**src/rtl/morra_pkg.sv**
```systemverilog
// Shared types for the morra (rock-paper-scissors) match engine.
//   move_t  : player move encoding (00 invalid, 01 sasso, 10 carta, 11 forbice)
//   res_t   : round / match result encoding (00 none, 01 P1, 10 P2, 11 draw)
//   state_t : match controller states
package morra_pkg;

   typedef enum logic [1:0] {
      MV_NONE    = 2'b00,
      MV_SASSO   = 2'b01,
      MV_CARTA   = 2'b10,
      MV_FORBICE = 2'b11
   } move_t;

   typedef enum logic [1:0] {
      RES_NONE = 2'b00,
      RES_P1   = 2'b01,
      RES_P2   = 2'b10,
      RES_DRAW = 2'b11
   } res_t;

   typedef enum logic [1:0] {
      ST_IDLE = 2'b00,
      ST_PLAY = 2'b01,
      ST_DONE = 2'b10
   } state_t;

endpackage

```
**src/rtl/morra_round_judge.sv**
```systemverilog
// Combinational round judge.
// Ports:
//   a   in  move_t  player-1 move
//   b   in  move_t  player-2 move
//   res out res_t   RES_NONE if either move is invalid, else winner or draw
// Sasso beats forbice, forbice beats carta, carta beats sasso.
module morra_round_judge
   import morra_pkg::*;
(
   input  move_t a,
   input  move_t b,
   output res_t  res
);

   logic a_wins;

   always_comb begin
      a_wins = ((a == MV_SASSO)   && (b == MV_FORBICE)) ||
               ((a == MV_FORBICE) && (b == MV_CARTA))   ||
               ((a == MV_CARTA)   && (b == MV_SASSO));
      res = RES_NONE;
      if ((a == MV_NONE) || (b == MV_NONE))
         res = RES_NONE;
      else if (a == b)
         res = RES_DRAW;
      else if (a_wins)
         res = RES_P1;
      else
         res = RES_P2;
   end

endmodule

```
**src/rtl/morra_match_fsmd.sv**
```systemverilog
// Morra match engine: judges rounds, keeps scores and round count, declares the
// match winner. Match length is MIN_ROUNDS + setup value; the match ends early
// once MIN_ROUNDS have been played and one player leads by WIN_LEAD.
// Ports:
//   clk           in   clock, rising edge
//   RST           in   asynchronous reset, active high
//   INIZIO_SETUP  in   load configuration from {SECONDO,PRIMO}, start a match
//   INIZIO_CONTO  in   PRIMO/SECONDO carry moves this cycle
//   PRIMO         in   player-1 move (setup: low setup bits)
//   SECONDO       in   player-2 move (setup: high setup bits)
//   MANCHE        out  registered round result
//   PARTITA       out  registered match result (00 while in progress)
//   ROUNDS_PLAYED out  valid rounds counted in the current match
// Build option: MORRA_NO_REPEAT_EN enables the no-repeat rule (the winner of
// the previous counted round may not reuse the winning move).
//
// state   | meaning
// ST_IDLE | after reset, waiting for a setup
// ST_PLAY | match running, rounds are judged and counted
// ST_DONE | match decided, results held until the next setup
module morra_match_fsmd
   import morra_pkg::*;
#(
   parameter int MIN_ROUNDS = 4,
   parameter int SETUP_W    = 4,
   parameter int CNT_W      = 5,
   parameter int WIN_LEAD   = 2
) (
   input  logic             clk,
   input  logic             RST,
   input  logic             INIZIO_SETUP,
   input  logic             INIZIO_CONTO,
   input  logic [1:0]       PRIMO,
   input  logic [1:0]       SECONDO,
   output logic [1:0]       MANCHE,
   output logic [1:0]       PARTITA,
   output logic [CNT_W-1:0] ROUNDS_PLAYED
);

   state_t           state, state_n;
   res_t             manche, manche_n;
   res_t             partita, partita_n;
   logic [CNT_W-1:0] played, played_n;
   logic [CNT_W-1:0] s1, s1_n;
   logic [CNT_W-1:0] s2, s2_n;
   logic [CNT_W-1:0] max_rounds, max_rounds_n;
   logic [SETUP_W-1:0] setup_val;
   logic             violation;
   logic             lead_ok;
   res_t             res;
   move_t            mv1, mv2;

   assign mv1       = move_t'(PRIMO);
   assign mv2       = move_t'(SECONDO);
   assign setup_val = SETUP_W'({SECONDO, PRIMO});

   morra_round_judge u_judge (
      .a   (mv1),
      .b   (mv2),
      .res (res)
   );

`ifdef MORRA_NO_REPEAT_EN
   // Last counted winner and the move that won; RES_NONE means no restriction.
   res_t  lw_who, lw_who_n;
   move_t lw_move, lw_move_n;

   assign violation = ((lw_who == RES_P1) && (mv1 == lw_move)) ||
                      ((lw_who == RES_P2) && (mv2 == lw_move));

   always_ff @(posedge clk or posedge RST) begin
      if (RST) begin
         lw_who  <= RES_NONE;
         lw_move <= MV_NONE;
      end else begin
         lw_who  <= lw_who_n;
         lw_move <= lw_move_n;
      end
   end
`else
   assign violation = 1'b0;
`endif

   always_ff @(posedge clk or posedge RST) begin
      if (RST) begin
         state      <= ST_IDLE;
         manche     <= RES_NONE;
         partita    <= RES_NONE;
         played     <= '0;
         s1         <= '0;
         s2         <= '0;
         max_rounds <= '0;
      end else begin
         state      <= state_n;
         manche     <= manche_n;
         partita    <= partita_n;
         played     <= played_n;
         s1         <= s1_n;
         s2         <= s2_n;
         max_rounds <= max_rounds_n;
      end
   end

   always_comb begin
      state_n      = state;
      manche_n     = RES_NONE;
      partita_n    = partita;
      played_n     = played;
      s1_n         = s1;
      s2_n         = s2;
      max_rounds_n = max_rounds;
      lead_ok      = 1'b0;
`ifdef MORRA_NO_REPEAT_EN
      lw_who_n     = lw_who;
      lw_move_n    = lw_move;
`endif

      if (INIZIO_SETUP) begin
         played_n     = '0;
         s1_n         = '0;
         s2_n         = '0;
         max_rounds_n = CNT_W'(MIN_ROUNDS) + CNT_W'(setup_val);
         partita_n    = RES_NONE;
         state_n      = ST_PLAY;
`ifdef MORRA_NO_REPEAT_EN
         lw_who_n     = RES_NONE;
         lw_move_n    = MV_NONE;
`endif
      end else if ((state == ST_PLAY) && INIZIO_CONTO &&
                   (res != RES_NONE) && !violation) begin
         manche_n = res;
         played_n = played + 1'b1;
         if (res == RES_P1) s1_n = s1 + 1'b1;
         if (res == RES_P2) s2_n = s2 + 1'b1;
`ifdef MORRA_NO_REPEAT_EN
         lw_who_n  = (res == RES_DRAW) ? RES_NONE : res;
         lw_move_n = (res == RES_P1) ? mv1 : (res == RES_P2) ? mv2 : MV_NONE;
`endif
         // End check uses this round's updated counts.
         lead_ok = (s1_n >= s2_n) ? ((s1_n - s2_n) >= CNT_W'(WIN_LEAD))
                                  : ((s2_n - s1_n) >= CNT_W'(WIN_LEAD));
         if (((played_n >= CNT_W'(MIN_ROUNDS)) && lead_ok) ||
             (played_n == max_rounds)) begin
            if (s1_n > s2_n)      partita_n = RES_P1;
            else if (s2_n > s1_n) partita_n = RES_P2;
            else                  partita_n = RES_DRAW;
            state_n = ST_DONE;
         end
      end
   end

   assign MANCHE        = manche;
   assign PARTITA       = partita;
   assign ROUNDS_PLAYED = played;

endmodule
```
**config.mk**
```make
export PLATFORM = sky130hd
export DESIGN_NAME = morra_match_fsmd
export DESIGN_NICKNAME = d
export VERILOG_FILES = /design/src/rtl/morra_pkg.sv /design/src/rtl/morra_round_judge.sv /design/src/rtl/morra_match_fsmd.sv
export SDC_FILE = /design/constraint.sdc
export NUM_CORES = 1
export LEC_CHECK = 0
export BUFFER_PORTS_ARGS = -buffer_cell sky130_fd_sc_hd__buf_2
export CAP_MARGIN = 20
export CORE_MARGIN = 10
export CORE_UTILIZATION = 55
export CTS_CLUSTER_DIAMETER = 60
export DETAILED_ROUTE_END_ITERATION = 12
export GPL_TIMING_DRIVEN = 0
export PLACE_DENSITY_LB_ADDON = 0.12
export SLEW_MARGIN = 10
export SYNTH_ARGS = -nofsm -noshare
export SYNTH_HDL_FRONTEND = slang
export SYNTH_SLANG_ARGS = --single-unit
```
**constraint.sdc**
```tcl
create_clock -name clk -period 3.2 [get_ports clk]
set_input_delay 0.64 -clock clk [delete_from_list [all_inputs] [get_ports clk]]
set_output_delay 0.64 -clock clk [all_outputs]
set_load 0.01 [all_outputs]
```
**After elaboration in Yosys (flattened, before gate mapping)**

Index checks and enable logic that the tools add are counted.

- Multiplexer cells: 26
- Reductions and logical operators: 16
- Order comparisons: 6
- Add/sub/neg operators: 6
- Eq/ne operators: 11

Operator list:

| cell | number |
|---|---|
| 2-to-1 mux 5 bit | 12 |
| 2-to-1 mux 2 bit | 12 |
| adder 5 x 1 -> 5 bit (second input constant) | 3 |
| == test 2 bit (second input constant) | 5 |
| greater-or-equal comparator 5 x 2 -> 1 bit (second input constant) | 2 |
| greater-than comparator 5 bit | 2 |
| subtractor 5 bit | 2 |
| == test 2 x 1 -> 1 bit (second input constant) | 4 |
| logical AND 1 bit | 6 |
| nonzero test 2 bit | 3 |
| adder 3 x 4 -> 5 bit (first input constant) | 1 |
| == test 5 bit | 1 |
| greater-or-equal comparator 5 x 3 -> 1 bit (second input constant) | 1 |
| greater-or-equal comparator 5 bit | 1 |
| logical NOT 2 bit | 2 |
| logical OR 1 bit | 4 |
| == test 2 bit | 1 |
| 2-to-1 mux 1 bit | 2 |
| AND reduction 2 bit | 1 |

- Register bits: 26
- Bits of input ports: 8
- Output and inout port bits: 9

**Depth between registers and ports, before layout**

Gate-level depths: netlist of the first run.

- Depth after elaboration: 19
- Gate-level depth with buffers: 19
- Gate-level depth less buffers: 18

**By module**

From an unflattened synthesis of the first run, not the netlist that was laid out.

- Cell total of the unflattened synthesis: 221
- Area, all modules: 2,042.0 um^2

By module, submodules not included:

| module | cells an instance | instances | area each (um^2) |
|---|---|---|---|
| morra_match_fsmd | 213 | 1 | 1,981.9 |
| morra_round_judge | 8 | 1 | 60.1 |

**Least setup slack after synthesis of the first run**

Ideal clock, no wire load.

- Kind: input -> register
- From: in SECONDO[0]
- To: reg partita[0] (netlist: PARTITA[0])
- Data arrival time: 4.166 ns
- Stages on the path: 19
- Setup slack: -1.044 ns
- Path buffers: 2
- Required time: 3.122 ns
- Path through: inv_1 > ha_1 > or2b_1 > a21oi_1 > or2_1 > buf_2 > nand2_1 > or3_1 > xnor2_1 > ha_1 > clkbuf_1 > nand3_1 > a21oi_1 > nor3_1 > mux2_2 > o311ai_1 > a221oi_2 > nor3_2 > o2bb2ai_1

- Cells in the longest elaborated chain, start to end: 18
- Elaborated cells between the ends (all ways): 42
- Classes of those cells: add/sub (2); order compare (5); eq/ne (6); mux (15); reduce/logical (14)

Ends and longest elaborated chain:

| element | RTL line | RTL |
|---|---|---|
| start, declared | morra_match_fsmd.sv:34 | `input logic [1:0] SECONDO,` |
| == test 2 bit (on tied branches) | morra_round_judge.sv:18, morra_round_judge.sv:19 |  |
| logical AND 1 bit (on tied branches) | morra_round_judge.sv:18, morra_round_judge.sv:19 |  |
| logical OR 1 bit | morra_round_judge.sv:18 | `a_wins = ((a == MV_SASSO) && (b == MV_FORBICE)) \|\|` |
| logical OR 1 bit | morra_round_judge.sv:19 | `((a == MV_FORBICE) && (b == MV_CARTA)) \|\|` |
| 2-to-1 mux 2 bit | morra_round_judge.sv:26 | `else if (a_wins)` |
| 2-to-1 mux 2 bit | morra_round_judge.sv:24 | `else if (a == b)` |
| 2-to-1 mux 2 bit * | morra_round_judge.sv:22 | `if ((a == MV_NONE) \|\| (b == MV_NONE))` |
| == test 2 bit or == test 2 x 1 -> 1 bit (tied branches) | morra_match_fsmd.sv:134, morra_match_fsmd.sv:133 |  |
| [2 not listed] | -- |  |
| 2-to-1 mux 5 bit | morra_match_fsmd.sv:118 | `if (INIZIO_SETUP) begin` |
| subtractor 5 bit (on tied branches) | morra_match_fsmd.sv:141, morra_match_fsmd.sv:140 |  |
| greater-or-equal comparator 5 x 2 -> 1 bit (on tied branches) | morra_match_fsmd.sv:141, morra_match_fsmd.sv:140 |  |
| 2-to-1 mux 1 bit | morra_match_fsmd.sv:140 | `lead_ok = (s1_n >= s2_n) ? ((s1_n - s2_n) >= CNT_W'(WIN_LEAD))` |
| logical AND 1 bit | morra_match_fsmd.sv:142 | `if (((played_n >= CNT_W'(MIN_ROUNDS)) && lead_ok) \|\|` |
| logical OR 1 bit | morra_match_fsmd.sv:142 |  |
| nonzero test 2 bit (no source line) | -- |  |
| AND reduction 2 bit (no source line) | -- |  |
| end signal, assigned | morra_match_fsmd.sv:96 | `partita <= partita_n;` |
| end, declared | morra_match_fsmd.sv:42 | `res_t partita, partita_n;` |

Mark *: on every way between the ends. The rest lies on a longest branch, timed or not. The select of a mux whose other input is x is not followed.
A chain may end at the register's enable or synchronous reset.

**Worst setup path in the final report of the first run**

- From: in SECONDO[1]
- To: reg partita[1] (netlist: PARTITA[1])

The elaborated chain is that of the path after synthesis.

==> results of run 1 <==
-- registers in the layout, summed over array words and instances, names as in the netlist --
register,cells
PARTITA,2
ROUNDS_PLAYED,5
MANCHE,2
s1,5
max_rounds,5
s2,5
state,2
-- worst max-delay path by stage --
| stage | to | depth (start not counted) |
|---|---|---|
| 6_report | PARTITA[1] | 20 |
| 4_1_cts | PARTITA[1] | 20 |
| 3_5_place_dp | PARTITA[0] | 19 |
| 2_1_floorplan | PARTITA[0] | 19 |
| 5_1_grt | PARTITA[1] | 20 |
| 3_3_place_gp | PARTITA[0] | 20 |
-- kinds of logic (layout without fill, tap and decap cells) --
family,after synthesis,count (layout)
simple gates,86,86
fa+ha+maj,20,20
flops,26,26
compound gates,60,60
xor+xnor,24,24
mux,14,14
buf+inv,35,74
-- cell type report --
type                       count  area (um2)  area share
multi-input combinational    204        1770       0.587
timing repair buffer          36         290      0.0963
inverter                      23         106      0.0353
sequential                    26         651       0.216
clock buffer                   3        41.3      0.0137
buffer                        11        63.8      0.0212
tap                           50        62.6      0.0208
clock inverter                 1        30.0     0.00997
-- critical path, delay by kind of cell --
family                   cells  cell delay [ns]
AO/OA/AOI/OAI                5             0.88
adder cells (fa/ha/maj)      2             0.47
XOR/XNOR                     1             0.22
multiplexers                 1             0.32
AND/OR/NAND/NOR              7             1.13
buffers and inverters        4             0.39
-- power by group --
| part | leakage (nW) | internal, mW | switching, mW |
|---|---|---|---|
| Clock | 0.0357 | 0.168 | 0.109 |
| Sequential | 0.344 | 0.352 | 0.0230 |
| Combinational | 1.00 | 0.211 | 0.263 |
-- through the flow --
stage | TNS [ns] | util
floorplan | -2.07 | -
global placement | -4.65 | 0.639
detailed placement | -4.76 | 0.639
CTS | -2.28 | 0.737
global route | -3.07 | 0.753
finish | -2.56 | 0.753
-- synthesized netlist by cell type, types with 2 or more instances --
master	count	area, um2
nor2b_1	3	18.8
nand4_1	2	12.5
fa_1	2	40.0
a211oi_1	2	15.0
nand2_1	17	63.8
a21o_1	3	22.5
clkbuf_1	9	33.8
nor3_1	6	30.0
xnor2_1	15	131
o2bb2ai_1	2	17.5
nand2b_1	3	18.8
nand3_1	9	45.0
inv_1	23	86.3
mux2i_1	8	80.1
and2_1	2	12.5
or3_1	10	62.6
nor2_1	23	86.3
and3b_1	2	17.5
o211ai_1	2	15.0
a21oi_1	18	90.1
a221oi_2	2	30.0
mux2_2	5	56.3
ha_1	18	225
o21ai_0	14	70.1
dfrtp_1	26	651
buf_2	2	10.0
xor2_1	9	78.8
o31ai_1	2	15.0
-- routing by layer --
| metal | GRT usage | part of all wire | vias to the layer above |
|---|---|---|---|
| met5 | 0 | 0 | - |
| met4 | 0.0464 | 0.013 | 0 |
| met3 | 0.0357 | 0.058 | 6 |
| met2 | 0.285 | 0.49 | 61 |
| met1 | 0.229 | 0.44 | 1046 |
| li1 | - | - | 1004 |
-- what timing repair did --
item,CTS,global route
gates resized for setup,34,8
gates cloned,0,0
hold endpoints to repair,0,0
pin swaps,16,2
buffers inserted,18,2
endpoints found under the setup margin,4,4
-- placed cells by master, fill, tap and decap left out, types with 2 or more instances in the layout --
cell type / netlist / layout
mux2i_1: 8 / 6
nor3_2: 1 / 3
clkbuf_8: 0 / 3
xor2_1: 9 / 9
xnor2_1: 15 / 13
nand2_4: 0 / 2
nor2b_1: 3 / 3
a21oi_1: 18 / 11
o211ai_1: 2 / 2
buf_6: 1 / 4
or3_1: 10 / 8
nor2_1: 23 / 23
buf_4: 0 / 19
nor3_1: 6 / 3
buf_12: 0 / 2
o31ai_1: 2 / 2
ha_1: 18 / 16
mux2_4: 1 / 2
clkbuf_1: 9 / 7
a21o_1: 3 / 3
o21ai_0: 14 / 10
mux2_2: 5 / 4
and3b_1: 2 / 2
nand2b_1: 3 / 3
fa_1: 2 / 2
ha_4: 0 / 2
nand4_1: 2 / 2
buf_2: 2 / 13
dfrtp_1: 26 / 26
nand3_1: 9 / 8
o21ai_1: 1 / 3
a21oi_4: 0 / 5
inv_1: 23 / 21
a211oi_1: 2 / 2
a21oi_2: 0 / 2
or3_4: 0 / 2
nand2_1: 17 / 15
a221oi_4: 0 / 2
==> results_dict.tcl, run 1 <==
set metrics [dict create \
    clock_skew_ns 0.00702 \
    cts_tree "yes" \
    die_area_um2 7140 \
    pre_cts_ws_ns -1.22 \
    final_area_um2 3010 \
    period_needed_ns 3.87 \
    synth_top_family_by_area "simple AND/OR/NAND/NOR gates" \
    maxSlewViolCount 0 \
    antenna_cells 0 \
    syn_to_final_growth_pct 31.7 \
    netlist_area_um2 2290 \
    fin_crit_sh 1.21 \
    violations "negative setup slack" \
    status "complete, but fails checks" \
    arrival_ns 4.07 \
    grt_max_degree 27 \
    clk_path_buf_depth 2 \
    setup_violations 4 \
    startpoint_type "input port" \
    clk_pin_slew_ns 0.10 \
    num_rows 23 \
    start_util 0.572 \
    ys_seq_area_frac 0.284 \
    dieHeight_um 84.5 \
    drt_iter0_drc 169 \
    peakVddDrop_mv 0.353 \
    synth_cell_type_count 54 \
    layout.nets 333 \
    worstPathRequired_ns 3.40 \
    cts-hold-fix-buffers 0 \
    rrSetupSlack_ns -0.03 \
    first_pass_iters 4 \
    synthSimpleGateAreaFrac 0.194 \
    core_um2 4000 \
    cts_buffers 3 \
    fill_cells 287 \
    muxShareOfSynthArea 0.0662 \
    p_leak_nw 1.38 \
    drv_cap 0 \
    synth_warnings 0 \
    finalHoldViolations 0 \
    synth-edff-count 0 \
    grt_pass1_vias 2091 \
    synth_compound_area_frac 0.186 \
    syn_avg_cell_area_um2 8.64 \
    netlist_instances 265 \
    place.port_buffers 15 \
    max_freq_mhz 259 \
    clkLatencyLatePin_ns 0.28 \
    hold_class "in2async" \
    final_cell_count_no_fill 354 \
    drc 0 \
    synth_fa_ha_area_frac 0.116 \
    reg2reg_to "PARTITA[1]" \
    vias 2117 \
    crit_path_end_kind "register" \
    synthFlopType "dfrtp_1" \
    crit_slowest_cell "ha_1" \
    finalWorstSetupSlack_ns -0.666 \
    crit_type "in2reg" \
    synth_fp_nets 293 \
    total_power_mw 1.13 \
    rsz0062_at_grt "yes" \
    worstMarginPinSlew_ns 1.04 \
    wirelength_um 6230 \
    antenna_found_initial 0 \
    die_w_um 84.5 \
    wire_per_inst_um 17.6 \
    gr-total-overflow 0 \
    r2r-start "s1[0]" \
    dp_hpwl_um 4180 \
    grt_pass1_wl_um 10500 \
    r2r_cells 13 \
    ctsHtreeMaxLevel 1 \
    max_stage_delay_ns 0.33 \
    ys_ff_latch 26 \
    placed_cells 330 \
    io_pins 17 \
    detailed_place.area_um2 2550 \
    slew_headroom 0.300 \
    path_max_fanout 5 \
    crit_start "SECONDO[1]" \
    track_usage 0.175 \
    drive_above_1_share 0.293 \
    ant_nets 0 \
    root_buffer "clkbuf_8" \
    async_flop_share 1.00 \
    power.density_nw_per_um2 374 \
    synth-xor-area-share 0.0919 \
    whs_ns 0.293 \
    avgViaCountPerCell 5.98 \
    crit_path_cell_trace "buf_12, inv_12, ha_4, or2b_1, a21oi_4, or2_1, buf_6, and2_4, nand4_1, xor2_1, ha_1, buf_6, nand3_4, a21oi_4, nor3_2, mux2_4, o311ai_4, a221oi_4, nor3_4, o2bb2ai_1" \
    cts.sinks 26 \
    gp_congestion 0.873 \
]
(Power assumes the default switching activity.)
==> inputs of run 2 (changes only) <==
CORE_UTILIZATION = 54   (was 55)
SLEW_MARGIN = unset   (was 10)
SYNTH_HIERARCHICAL = 1   (was unset)
==> run 2 against run 1 <==
The flow still finishes with violations (negative setup slack); sequential share of layout area is 1.2 points higher; largest power group unchanged; sequential power fell by 2%; register-to-register slack worse by 0.28 ns; combinational power decreased by 8.2%; utilization grew 2.6 points; critical path type unchanged; global-route usage decreased by 0.81 points; final area fell by 5.4%; setup slack better by 0.20 ns; clock-buffer cell count did not move; critical path depth decreased by 5; flip-flop and latch count unchanged.
==> results_dict.tcl, run 2 <==
set metrics [dict create \
    status "complete, but fails checks" \
    violations "negative setup slack" \
    antenna_found_initial 0 \
    ant_nets 0 \
    max_stage_delay_ns 0.42 \
    num_rows 22 \
    cts.sinks 26 \
    core_um2 3660 \
    async_flop_share 1.00 \
    die_w_um 81.5 \
    yosysMostFrequentCell "dfrtp_1" \
    power.density_nw_per_um2 382 \
    place.port_buffers 15 \
    fill_cells 242 \
    grt_pass1_wl_um 8830 \
    arrival_ns 3.85 \
    final-seq-area_um2 651 \
    cpLargestDelayFamily "simple AND/OR/NAND/NOR gates" \
    cts_buffers 3 \
    avgViaCountPerCell 5.81 \
    synth_warnings 6 \
    crit_path_end_kind "register" \
    gr-total-overflow 0 \
    max_freq_mhz 273 \
    critPathBufInv 3 \
    synth_top_area_frac 0.319 \
    startpoint_type "input port" \
    rsz0062_at_grt "yes" \
    dieHeight_um 81.5 \
    cts_tree "yes" \
    rrSetupSlack_ns -0.31 \
    cp.depth 15 \
    final_cell_mix "dfrtp_1 (26), buf_4 (17), nor2_1 (16), inv_1 (16)" \
    synth_cell_type_count 51 \
    utilization 0.779 \
    maxSlewViolCount 0 \
    fin_crit_sh 1.14 \
    peakVddDrop_mv 0.284 \
    pre_cts_ws_ns -0.984 \
    clkLatencyLatePin_ns 0.28 \
    syn_to_final_growth_pct 39.6 \
    syn_avg_cell_area_um2 9.24 \
    synth_common_cells "dfrtp_1 (26), inv_1 (17), xor2_1 (17)" \
    dp_hpwl_um 3490 \
    crit_path_cell_trace "buf_12, nor2b_4, o221ai_4, buf_12, nor2b_4, mux2i_4, inv_2, ha_4, nand2b_4, or4_4, nand4_1, or3b_1, nor4b_4, or3b_4, a221oi_2" \
    multi_input_area_um2 1610 \
    root_buffer "clkbuf_8" \
    netlist_area_um2 2040 \
    r2r_cells 14 \
    ctsHtreeMaxLevel 1 \
    period_needed_ns 3.66 \
    total_power_mw 1.09 \
    drive_above_1_share 0.355 \
    wirelength_um 5690 \
    ys_ff_latch 26 \
    synth_fp_nets 246 \
    ys_seq_area_frac 0.319 \
    layout_commonest_cell "dfrtp_1" \
    drt_iter0_drc 121 \
    io_pins 17 \
    crit_start "PRIMO[1]" \
    p_leak_nw 1.28 \
    hold_class "in2async" \
    synth-edff-count 0 \
    clock_skew_ns 0.00647 \
    setup_violations 4 \
    wire_per_inst_um 18.3 \
    layout.nets 288 \
    crit_type "in2reg" \
    clk_pin_slew_ns 0.10 \
    r2r-start "s1[0]" \
    vias 1800 \
    track_usage 0.167 \
    netlist_instances 221 \
    first_pass_iters 4 \
    grt_pass1_vias 1777 \
    path_max_fanout 6 \
    reg2reg_to "state[1]" \
    worstPathRequired_ns 3.39 \
    grt_max_degree 27 \
    gp_congestion 0.855 \
    die_area_um2 6640 \
    finalHoldViolations 0 \
    yosys-top-cells-area "dfrtp_1 (32%), ha_1 (9.2%), xor2_1 (7.3%)" \
    antenna_cells 0 \
    finalWorstSetupSlack_ns -0.461 \
    drc 0 \
    drv_cap 0 \
    synth_area_leader_cell "dfrtp_1" \
    clk_path_buf_depth 2 \
    slew_headroom 0.357 \
    start_util 0.558 \
    synthFlopType "dfrtp_1" \
    worstMarginPinSlew_ns 0.957 \
    crit_slowest_cell "or4_4" \
]
[run 2: cell types whose count changed after synthesis, sizes merged, moves of 4 or more]
cell,delta
or3,-5
nand2,-6
nor3,-4
nor2,-7
inv,-6
nand3,-6
mux2i,-6
xor2,+8
xnor2,-5
nand2b,+4
a21oi,-5
o21ai,-10
[run 2: worst max-delay path by stage]
stage	endpoint	slack [ns]
floorplan	PARTITA[1]	-0.48
global placement	PARTITA[1]	-0.98
detailed placement	state[1]	-0.98
CTS	state[1]	-0.44
global route	PARTITA[1]	-0.57
finish	PARTITA[1]	-0.46
[run 2: report_power, final]
part	switching (mW)	internal, mW	leakage, nW
Combinational	0.209	0.226	0.900
Sequential	0.0215	0.345	0.344
Clock	0.121	0.168	0.0357
Total	0.351	0.738	1.28
[run 2: layer usage]
layer,vias to the layer above,GRT usage,share of wire
met3,12,0.0262,0.058
met1,870,0.217,0.42
met5,-,0,0
met4,0,0.0346,0.013
met2,63,0.287,0.51
li1,855,-,-
[run 2: stage by stage]
| step | hold WS [ns] | setup TNS, ns | std cells | area, um2 |
|---|---|---|---|---|
| after CTS | 0.493 | -1.61 | 302 | 2620 |
| after global placement | 0.467 | -3.68 | 284 | 2280 |
| after detailed placement | 0.470 | -3.69 | 284 | 2280 |
| after global routing | 0.229 | -2.20 | 310 | 2850 |
| final | 0.226 | -1.71 | 310 | 2850 |
| after floorplan | 0.457 | -1.63 | 221 | 2150 |
[run 2: cells by family (layout without fill, tap and decap cells)]
| group | after synthesis | count (layout) | synth area share |
|---|---|---|---|
| simple gates | 72 | 72 | 0.216 |
| mux | 6 | 6 | 0.0319 |
| compound gates | 45 | 45 | 0.154 |
| buf+inv | 28 | 69 | 0.0527 |
| flops | 26 | 26 | 0.319 |
| fa+ha+maj | 17 | 17 | 0.112 |
| xor+xnor | 27 | 27 | 0.116 |
[run 2: timing repair]
item,CTS,global route
endpoints found under the hold margin,0,0
endpoints found under the setup margin,4,4
pin swaps,14,14
hold buffers,0,0
resized for setup,28,25
buffers inserted,14,7
[run 2: layout make-up]
cell class,count,share of cell area
Clock buffer,3,0.0145
Buffer,11,0.0193
Multi-Input combinational cell,167,0.565
Clock inverter,1,0.0105
Sequential cell,26,0.228
Timing Repair Buffer,37,0.119
Inverter,17,0.0224
Tap cell,48,0.0211
